===== config.mk =====
export PLATFORM = sky130hd
export DESIGN_NAME = mem_stage_wait_ctrl_flat
export DESIGN_NICKNAME = d
export VERILOG_FILES = /design/src/rtl/mem_stage_wait_ctrl_pkg.sv /design/src/rtl/mem_stage_wait_ctrl_if.sv /design/src/rtl/mem_stage_wait_ctrl_data_memory_array.sv /design/src/rtl/mem_stage_wait_ctrl.sv /design/src/flat_wrapper.sv
export SDC_FILE = /design/constraint.sdc
export NUM_CORES = 2
export LEC_CHECK = 0
export BUFFER_PORTS_ARGS = -buffer_cell sky130_fd_sc_hd__buf_4
export CAP_MARGIN = 10
export CELL_PAD_IN_SITES_DETAIL_PLACEMENT = 2
export CELL_PAD_IN_SITES_GLOBAL_PLACEMENT = 2
export CORE_ASPECT_RATIO = 1.4
export CORE_MARGIN = 1
export CORE_UTILIZATION = 46
export CTS_CLUSTER_DIAMETER = 200
export DETAILED_ROUTE_END_ITERATION = 10
export PLACE_DENSITY = 0.86
export SETUP_SLACK_MARGIN = 0.5
export SLEW_MARGIN = 20
export SYNTH_ARGS = -nofsm -noshare
export SYNTH_HDL_FRONTEND = slang
export SYNTH_HIERARCHICAL = 1
export SYNTH_SLANG_ARGS = --single-unit

===== constraint.sdc =====
create_clock -name clk -period 4.1 [get_ports clk]
set_clock_uncertainty 0.1 [all_clocks]
set_input_delay 1.025 -clock clk [delete_from_list [all_inputs] [get_ports clk]]
set_output_delay 1.025 -clock clk [all_outputs]
set_load 0.02 [all_outputs]

===== src/rtl/mem_stage_wait_ctrl_pkg.sv =====
// Purpose: shared types and constants for the MEM stage and its data memory.
// Latency: n/a (declarations only).
// Backpressure: n/a.
package arm_mem_pkg;

  localparam int DATA_W            = 32;
  localparam int REG_IDX_W         = 4;
  localparam int WAIT_CNT_W        = 4;
  localparam int DEFAULT_BASE_ADDR = 1024;

  typedef enum logic [1:0] {
    IDLE   = 2'd0,
    ACCESS = 2'd1,
    DONE   = 2'd2
  } mem_state_e;

endpackage


===== src/rtl/mem_stage_wait_ctrl_if.sv =====
// Purpose: bundle of EXE->MEM inputs and MEM->WB outputs of the MEM stage.
// Latency: n/a (wires only).
// Backpressure: freeze travels back to upstream through this bundle.
interface mem_stage_wait_ctrl_if;
  import arm_mem_pkg::*;

  logic                 writeBackEnIn;
  logic                 memReadIn;
  logic                 memWriteIn;
  logic [DATA_W-1:0]    ALUResultIn;
  logic [DATA_W-1:0]    storeValueIn;
  logic [REG_IDX_W-1:0] destinationIn;

  logic                 writeBackEn;
  logic                 memRead;
  logic [DATA_W-1:0]    ALUResult;
  logic [DATA_W-1:0]    memData;
  logic [REG_IDX_W-1:0] destination;
  logic                 freeze;
  logic                 accessErr;

  // Upstream pipeline side: drives the instruction, observes results/stall.
  modport master (
    output writeBackEnIn, memReadIn, memWriteIn, ALUResultIn, storeValueIn, destinationIn,
    input  writeBackEn, memRead, ALUResult, memData, destination, freeze, accessErr
  );

  // MEM stage side.
  modport slave (
    input  writeBackEnIn, memReadIn, memWriteIn, ALUResultIn, storeValueIn, destinationIn,
    output writeBackEn, memRead, ALUResult, memData, destination, freeze, accessErr
  );

endinterface


===== src/rtl/mem_stage_wait_ctrl_data_memory_array.sv =====
// Purpose: DEPTH x 32 word array, synchronous write, registered read port.
// Latency: write and read both take effect on the enabling clock edge.
// Backpressure: none; the caller decides when to enable.
module data_memory_array
  import arm_mem_pkg::*;
#(
  parameter int DEPTH = 64
) (
  input  logic                     clk,
  input  logic                     rst,
  input  logic                     we,
  input  logic                     re,
  input  logic                     rd_clr,
  input  logic [$clog2(DEPTH)-1:0] idx,
  input  logic [DATA_W-1:0]        wdata,
  output logic [DATA_W-1:0]        rdata
);

  logic [DATA_W-1:0] mem [DEPTH];

  // Storage: cleared on reset, written only when the access edge enables it.
  always_ff @(posedge clk) begin
    if (rst) begin
      for (int i = 0; i < DEPTH; i++) begin
        mem[i] <= '0;
      end
    end else if (we) begin
      mem[idx] <= wdata;
    end
  end

  // Read register: holds the last load; rd_clr returns zero for a miss.
  always_ff @(posedge clk) begin
    if (rst) begin
      rdata <= '0;
    end else if (rd_clr) begin
      rdata <= '0;
    end else if (re) begin
      rdata <= mem[idx];
    end
  end

endmodule


===== src/rtl/mem_stage_wait_ctrl.sv =====
// Purpose: MEM pipeline stage fronting a slow data memory via a wait-state FSM.
// Latency: memory ops occupy WAIT_CYCLES+2 cycles; non-memory ops pass through in 0.
// Backpressure: freeze held high from request until the DONE cycle, stalling upstream.
module mem_stage_wait_ctrl
  import arm_mem_pkg::*;
#(
  parameter int DEPTH       = 64,
  parameter int BASE_ADDR   = DEFAULT_BASE_ADDR,
  parameter int WAIT_CYCLES = 3
) (
  input  logic                  clk,
  input  logic                  rst,
  mem_stage_wait_ctrl_if.slave  bus
);

  localparam int IDX_W = $clog2(DEPTH);

  mem_state_e            state;
  logic [WAIT_CNT_W-1:0] wait_cnt;
  logic                  access_err;

  logic                  req;
  logic                  in_range;
  logic                  do_access;
  logic                  is_load;
  logic [DATA_W-1:0]     offset;
  logic [IDX_W-1:0]      word_idx;
  logic [DATA_W-1:0]     rdata;

  assign req      = bus.memReadIn | bus.memWriteIn;
  // Offset from the window base; range test on the offset avoids overflow of base+size.
  assign offset   = bus.ALUResultIn - DATA_W'(BASE_ADDR);
  assign in_range = (bus.ALUResultIn >= DATA_W'(BASE_ADDR)) && (offset < DATA_W'(4 * DEPTH));
  assign word_idx = offset[IDX_W+1:2];

  // Store wins when both read and write are requested, so it is not a load.
  assign is_load   = bus.memReadIn & ~bus.memWriteIn;
  assign do_access = (state == ACCESS) && (wait_cnt == '0);

  // Wait-state sequencer: IDLE -> ACCESS (count down) -> DONE -> IDLE.
  always_ff @(posedge clk) begin
    if (rst) begin
      state    <= IDLE;
      wait_cnt <= '0;
    end else begin
      case (state)
        IDLE: begin
          if (req) begin
            state    <= ACCESS;
            wait_cnt <= WAIT_CNT_W'(WAIT_CYCLES - 1);
          end
        end
        ACCESS: begin
          if (wait_cnt != '0) begin
            wait_cnt <= wait_cnt - WAIT_CNT_W'(1);
          end else begin
            state <= DONE;
          end
        end
        DONE: begin
          state <= IDLE;
        end
        default: begin
          state    <= IDLE;
          wait_cnt <= '0;
        end
      endcase
    end
  end

  // Sticky out-of-range flag, set on the edge the access would have happened.
  always_ff @(posedge clk) begin
    if (rst) begin
      access_err <= 1'b0;
    end else if (do_access && !in_range) begin
      access_err <= 1'b1;
    end
  end

  data_memory_array #(
    .DEPTH (DEPTH)
  ) u_dmem (
    .clk    (clk),
    .rst    (rst),
    .we     (do_access & bus.memWriteIn & in_range),
    .re     (do_access & is_load & in_range),
    .rd_clr (do_access & is_load & ~in_range),
    .idx    (word_idx),
    .wdata  (bus.storeValueIn),
    .rdata  (rdata)
  );

  // DONE releases the stall so upstream advances exactly once per access.
  assign bus.freeze      = req && (state != DONE) && !rst;
  assign bus.writeBackEn = bus.writeBackEnIn;
  assign bus.memRead     = bus.memReadIn;
  assign bus.ALUResult   = bus.ALUResultIn;
  assign bus.destination = bus.destinationIn;
  assign bus.memData     = rdata;
  assign bus.accessErr   = access_err;

endmodule


===== src/flat_wrapper.sv =====
// flat-port wrapper written by rule: the top's interface ports become plain ports
module mem_stage_wait_ctrl_flat import arm_mem_pkg::*;
#(
  parameter int DEPTH       = 64,
  parameter int BASE_ADDR   = DEFAULT_BASE_ADDR,
  parameter int WAIT_CYCLES = 3
)
  (clk, rst, bus_writeBackEnIn, bus_memReadIn, bus_memWriteIn, bus_ALUResultIn, bus_storeValueIn, bus_destinationIn, bus_writeBackEn, bus_memRead, bus_ALUResult, bus_memData, bus_destination, bus_freeze, bus_accessErr);
  mem_stage_wait_ctrl_if bus_i ();
  input  logic clk;
  input  logic rst;
  input wire logic [$bits(bus_i.writeBackEnIn)-1:0] bus_writeBackEnIn;
  input wire logic [$bits(bus_i.memReadIn)-1:0] bus_memReadIn;
  input wire logic [$bits(bus_i.memWriteIn)-1:0] bus_memWriteIn;
  input wire logic [$bits(bus_i.ALUResultIn)-1:0] bus_ALUResultIn;
  input wire logic [$bits(bus_i.storeValueIn)-1:0] bus_storeValueIn;
  input wire logic [$bits(bus_i.destinationIn)-1:0] bus_destinationIn;
  output wire logic [$bits(bus_i.writeBackEn)-1:0] bus_writeBackEn;
  output wire logic [$bits(bus_i.memRead)-1:0] bus_memRead;
  output wire logic [$bits(bus_i.ALUResult)-1:0] bus_ALUResult;
  output wire logic [$bits(bus_i.memData)-1:0] bus_memData;
  output wire logic [$bits(bus_i.destination)-1:0] bus_destination;
  output wire logic [$bits(bus_i.freeze)-1:0] bus_freeze;
  output wire logic [$bits(bus_i.accessErr)-1:0] bus_accessErr;
  assign bus_i.writeBackEnIn = bus_writeBackEnIn;
  assign bus_i.memReadIn = bus_memReadIn;
  assign bus_i.memWriteIn = bus_memWriteIn;
  assign bus_i.ALUResultIn = bus_ALUResultIn;
  assign bus_i.storeValueIn = bus_storeValueIn;
  assign bus_i.destinationIn = bus_destinationIn;
  assign bus_writeBackEn = bus_i.writeBackEn;
  assign bus_memRead = bus_i.memRead;
  assign bus_ALUResult = bus_i.ALUResult;
  assign bus_memData = bus_i.memData;
  assign bus_destination = bus_i.destination;
  assign bus_freeze = bus_i.freeze;
  assign bus_accessErr = bus_i.accessErr;
  mem_stage_wait_ctrl #(.DEPTH(DEPTH), .BASE_ADDR(BASE_ADDR), .WAIT_CYCLES(WAIT_CYCLES)) u_core (.clk(clk), .rst(rst), .bus(bus_i));
endmodule

==> results_dict.tcl, run 1 <==
set metrics [dict create \
    hpwl_um 298000 \
    clockBufferDepth 4 \
    yosysMostFrequentCell "and2_1" \
    synth.avg_cell_area_um2 13.7 \
    ys_async_sr_fraction_pct 0 \
    worstEpCategory "register input" \
    synthTopCellsByArea "edfxtp_1 (64%), and2_1 (13%), a221oi_1 (2.5%)" \
    grt.total_usage_pct 77.0 \
    synth-edff-count 2048 \
    gp_congestion 0.972 \
    synth_ff_type "edfxtp_1" \
    h-tree-depth 4 \
    portBuffers 130 \
    antenna_found_initial 143 \
    start_util_pct 46.4 \
    status "did not finish" \
    postCtsSetupRepairBufs 0 \
    stop_stage "global routing" \
    postSynthNetCount 7055 \
    grt_worst_setup_endpoint "u_core/u_dmem/rdata[27]$_SDFFE_PP0P_/D" \
    yosysUniqueCellTypes 85 \
    die_w_um 387 \
    synth_cells 6981 \
    synth_area_leader_cell "edfxtp_1" \
    grt.overflow.total 225 \
    clock-root-buffer "clkbuf_16" \
    num_io_pins 145 \
    netlist_area_um2 95400 \
    cts.sinks 2087 \
    die_h_um 541 \
    synth_top_area_share_pct 64.5 \
    dp_slack_ps -653 \
    synth_seq_cells 2087 \
    rows 197 \
    yosysWarnings 6 \
    grt_max_degree 73 \
    synth_seq_area_share_pct 65.3 \
    first-error "[ERROR GRT-0232] Routing congestion too high. Check the congestion heatmap in the GUI." \
    synth_commonest_cells "and2_1 (2054), edfxtp_1 (2048), clkbuf_1 (446)" \
    cts_buffers 206 \
]
-- per-stage QoR --
stage          hold WS, ps  instance area, µm²  instances  util (%)
3_3_place_gp           354              104000       9724      50.7
3_5_place_dp           387              104000       9724      50.7
2_1_floorplan          333               95500       6981         -
4_1_cts                392              111000      10100      53.8
-- kinds of logic after synthesis --
group	share of synthesized area [%]
xor gates and xnor gates	0.0184
buffers and inverters	3.87
AOI/OAI and AO/OA	8.69
adders and majority gates	0.0131
DFF	65.3
and+or+nand+nor	15.9
muxes	6.24
-- layer usage --
| layer | overflow | global-route usage, % |
|---|---|---|
| met1 | 3 | 75.1 |
| met2 | 96 | 89.6 |
| met3 | 3 | 67.1 |
| met4 | 122 | 77.6 |
| met5 | 1 | 43.9 |
-- timing repair --
action | in CTS
pin swaps | 1
setup endpoints to repair | 1070
hold endpoints to repair | 0
hold buffers | 0
gates resized for setup | 15
==> inputs of run 2 (changes only) <==
--- a/config.mk
+++ b/config.mk
@@ -7,15 +7,10 @@
 export LEC_CHECK = 0
 export BUFFER_PORTS_ARGS = -buffer_cell sky130_fd_sc_hd__buf_4
 export CAP_MARGIN = 10
-export CELL_PAD_IN_SITES_DETAIL_PLACEMENT = 2
-export CELL_PAD_IN_SITES_GLOBAL_PLACEMENT = 2
-export CORE_ASPECT_RATIO = 1.4
 export CORE_MARGIN = 1
-export CORE_UTILIZATION = 46
-export CTS_CLUSTER_DIAMETER = 200
+export CORE_UTILIZATION = 40
 export DETAILED_ROUTE_END_ITERATION = 10
-export PLACE_DENSITY = 0.86
-export SETUP_SLACK_MARGIN = 0.5
+export PLACE_DENSITY_LB_ADDON = 0.15
 export SLEW_MARGIN = 20
 export SYNTH_ARGS = -nofsm -noshare
 export SYNTH_HDL_FRONTEND = slang
==> run 2 against run 1 <==
  * Synthesized cell count is the same
  * The run now ends clean
  * Area after synthesis unchanged
==> results_dict.tcl, run 2 <==
set metrics [dict create \
    status "finished, final reports clean" \
    clockBufferDepth 3 \
    worst-path-buf-inv 5 \
    cts_hold_buf 0 \
    power_mw 48.2 \
    endpoint_kind "flop" \
    yosysUniqueCellTypes 85 \
    die_h_um 490 \
    dr.pass1.iters 8 \
    design_area_um2 113000 \
    maxCapViolCount 0 \
    grt_max_degree 65 \
    ys_async_sr_fraction_pct 0 \
    reg.largest.list "u_core/u_dmem/mem (2048), u_core/u_dmem/rdata (32), u_core/wait_cnt (4)" \
    postCtsSetupRepairBufs 0 \
    cts_buffers 222 \
    path_max_fanout 14 \
    drive_above_1_share_pct 22.0 \
    synth_cells 6981 \
    area_delta_synth_final_pct 18.0 \
    wl_um 375000 \
    vias 64300 \
    drt-wirelength-per-cell_um 35.1 \
    num_io_pins 145 \
    final_common_cell "and2_1" \
    finalNetCount 7419 \
    gp_congestion 0.952 \
    tightestPinTransition_ps 1120 \
    yosysWarnings 6 \
    worstSetupPathType "primary input to flop" \
    ir_drop_uv 386 \
    path_cells "buf_4 > nor4_1 > buf_4 > nand3_1 > nor3_2 > and3_1 > nor2b_1 > buf_4 > and2_1 > nand2_1 > buf_4 > nor2_2 > or2_2 > buf_12" \
    die_area_um2 240000 \
    h-tree-depth 4 \
    cts_tree "done" \
    netlist_area_um2 95400 \
    synth_seq_cells 2087 \
    synth_ff_type "edfxtp_1" \
    start_util_pct 40.4 \
    final_cell_mix "and2_1 (2051), edfxtp_1 (2048), buf_4 (695), a221oi_1 (275), clkbuf_16 (227)" \
    synthTopCellsByArea "edfxtp_1 (64%), and2_1 (13%), a221oi_1 (2.5%)" \
    grt.overflow.total 0 \
    power_density_nw_per_um2 428 \
    synth_top_area_share_pct 64.5 \
    synth_seq_area_share_pct 65.3 \
    min_path_type "primary input to flop" \
    slowest_delay_ps 400 \
    antenna_found_initial 39 \
    p_leak_nw 41.8 \
    crit_path_frequent_cell "buf_4" \
    synth_commonest_cells "and2_1 (2054), edfxtp_1 (2048), clkbuf_1 (446)" \
    drc 0 \
    rrSetupSlack_ps 420 \
    maxSlewHeadroom_pct 25.3 \
    grt_pass1_wl_um 514000 \
    core_um2 236000 \
    largest_register_ffs 2048 \
    hpwl_um 242000 \
    grt.total_usage_pct 30.6 \
    detail-route-antenna-nets 0 \
    yosysMostFrequentCell "and2_1" \
    setup_viol 0 \
    top_register "u_core/u_dmem/mem" \
    start_kind "primary input" \
    required_ps 4560 \
    worstPathArrival_ps 4300 \
    rows 178 \
    place_area_um2 106000 \
    grt_pass1_vias 61300 \
    synth_area_leader_cell "edfxtp_1" \
    clkSlewWorstSetupHoldPaths_ps 60 \
    ctsResizeCount 0 \
    via_per_inst 6.01 \
    die_w_um 490 \
    finalCritPeriodShare_pct 93.7 \
    synth-edff-count 2048 \
    insertion_delay_ps 860 \
    fin_crit_ps 3840 \
    slew_viol_final 0 \
    max_freq_mhz 260 \
    slowest_stage "nor2b_1" \
    drtIter0Drc 8735 \
    rsz0062_at_grt "false" \
    crit_family "simple AND/OR/NAND/NOR gates" \
    clock-root-buffer "clkbuf_16" \
    postSynthNetCount 7055 \
    portBuffers 130 \
    synth.avg_cell_area_um2 13.7 \
    finalHoldViolCount 0 \
    cts.sinks 2087 \
]
-- run 2: cell families after synthesis --
logic type	count (synthesis)	share of synthesized area, %
flops	2087	65.3
fa+ha+maj	1	0.0131
buf+inv	788	3.87
simple gates	2526	15.9
xor+xnor	2	0.0184
compound gates	1121	8.69
mux	456	6.24
-- run 2: where the power goes --
group | internal (mW) | switching (mW)
registers | 24.1 | 0.232
logic | 1.44 | 3.02
clock network | 10.8 | 8.63
-- run 2: metal layers --
| metal | GRT usage, % | vias to the layer above | wire length [µm] | share of wire [%] |
|---|---|---|---|---|
| met2 | 47.2 | 3694 | 169000 | 45 |
| li1 | - | 26500 | - | - |
| met4 | 13.5 | 14 | 18800 | 5.0 |
| met3 | 5.95 | 672 | 37300 | 9.9 |
| met5 | 0 | - | 90 | 0.024 |
| met1 | 42.0 | 33400 | 150000 | 40 |
-- run 2: through the flow --
| step | utilization, % | setup WS (ps) | TNS, ps | instances | hold slack, ps |
|---|---|---|---|---|---|
| finish | 47.7 | 258 | 0 | 10700 | 351 |
| global route | 47.7 | 183 | 0 | 10700 | 337 |
| CTS | 47.7 | 319 | 0 | 10700 | 299 |
| detailed placement | 44.8 | -558 | -671220 | 10300 | 365 |
| global placement | 44.8 | -668 | -990380 | 10300 | 355 |
| floorplan | - | 321 | 0 | 6981 | 333 |
-- run 2: final cells by class --
type                            instances  area [µm²]
Fill cell                           20600      123000
Sequential cell                      2087       62300
Multi-Input combinational cell       4106       29700
Timing Repair Buffer                  922        9750
Clock buffer                          287        5930
Tap cell                             3150        3940
Clock inverter                        116         925
Antenna cell                           27        67.6
Inverter                                6        35.0
-- run 2: final timing paths --
path,to,start,depth (start not counted)
hold reg to reg,u_core/wait_cnt[1]$_SDFFE_PP0P_,u_core/wait_cnt[1]$_SDFFE_PP0P_,2
hold / removal,u_core/wait_cnt[1]$_SDFFE_PP0P_,rst,2
setup / recovery,u_core/u_dmem/mem[16][4]$_SDFFCE_PN0P_,bus_ALUResultIn[27],14
setup reg to reg,u_core/u_dmem/mem[16][4]$_SDFFCE_PN0P_,u_core/wait_cnt[0]$_SDFFE_PP0P_,13
Power figures use the tool's default switching activity.
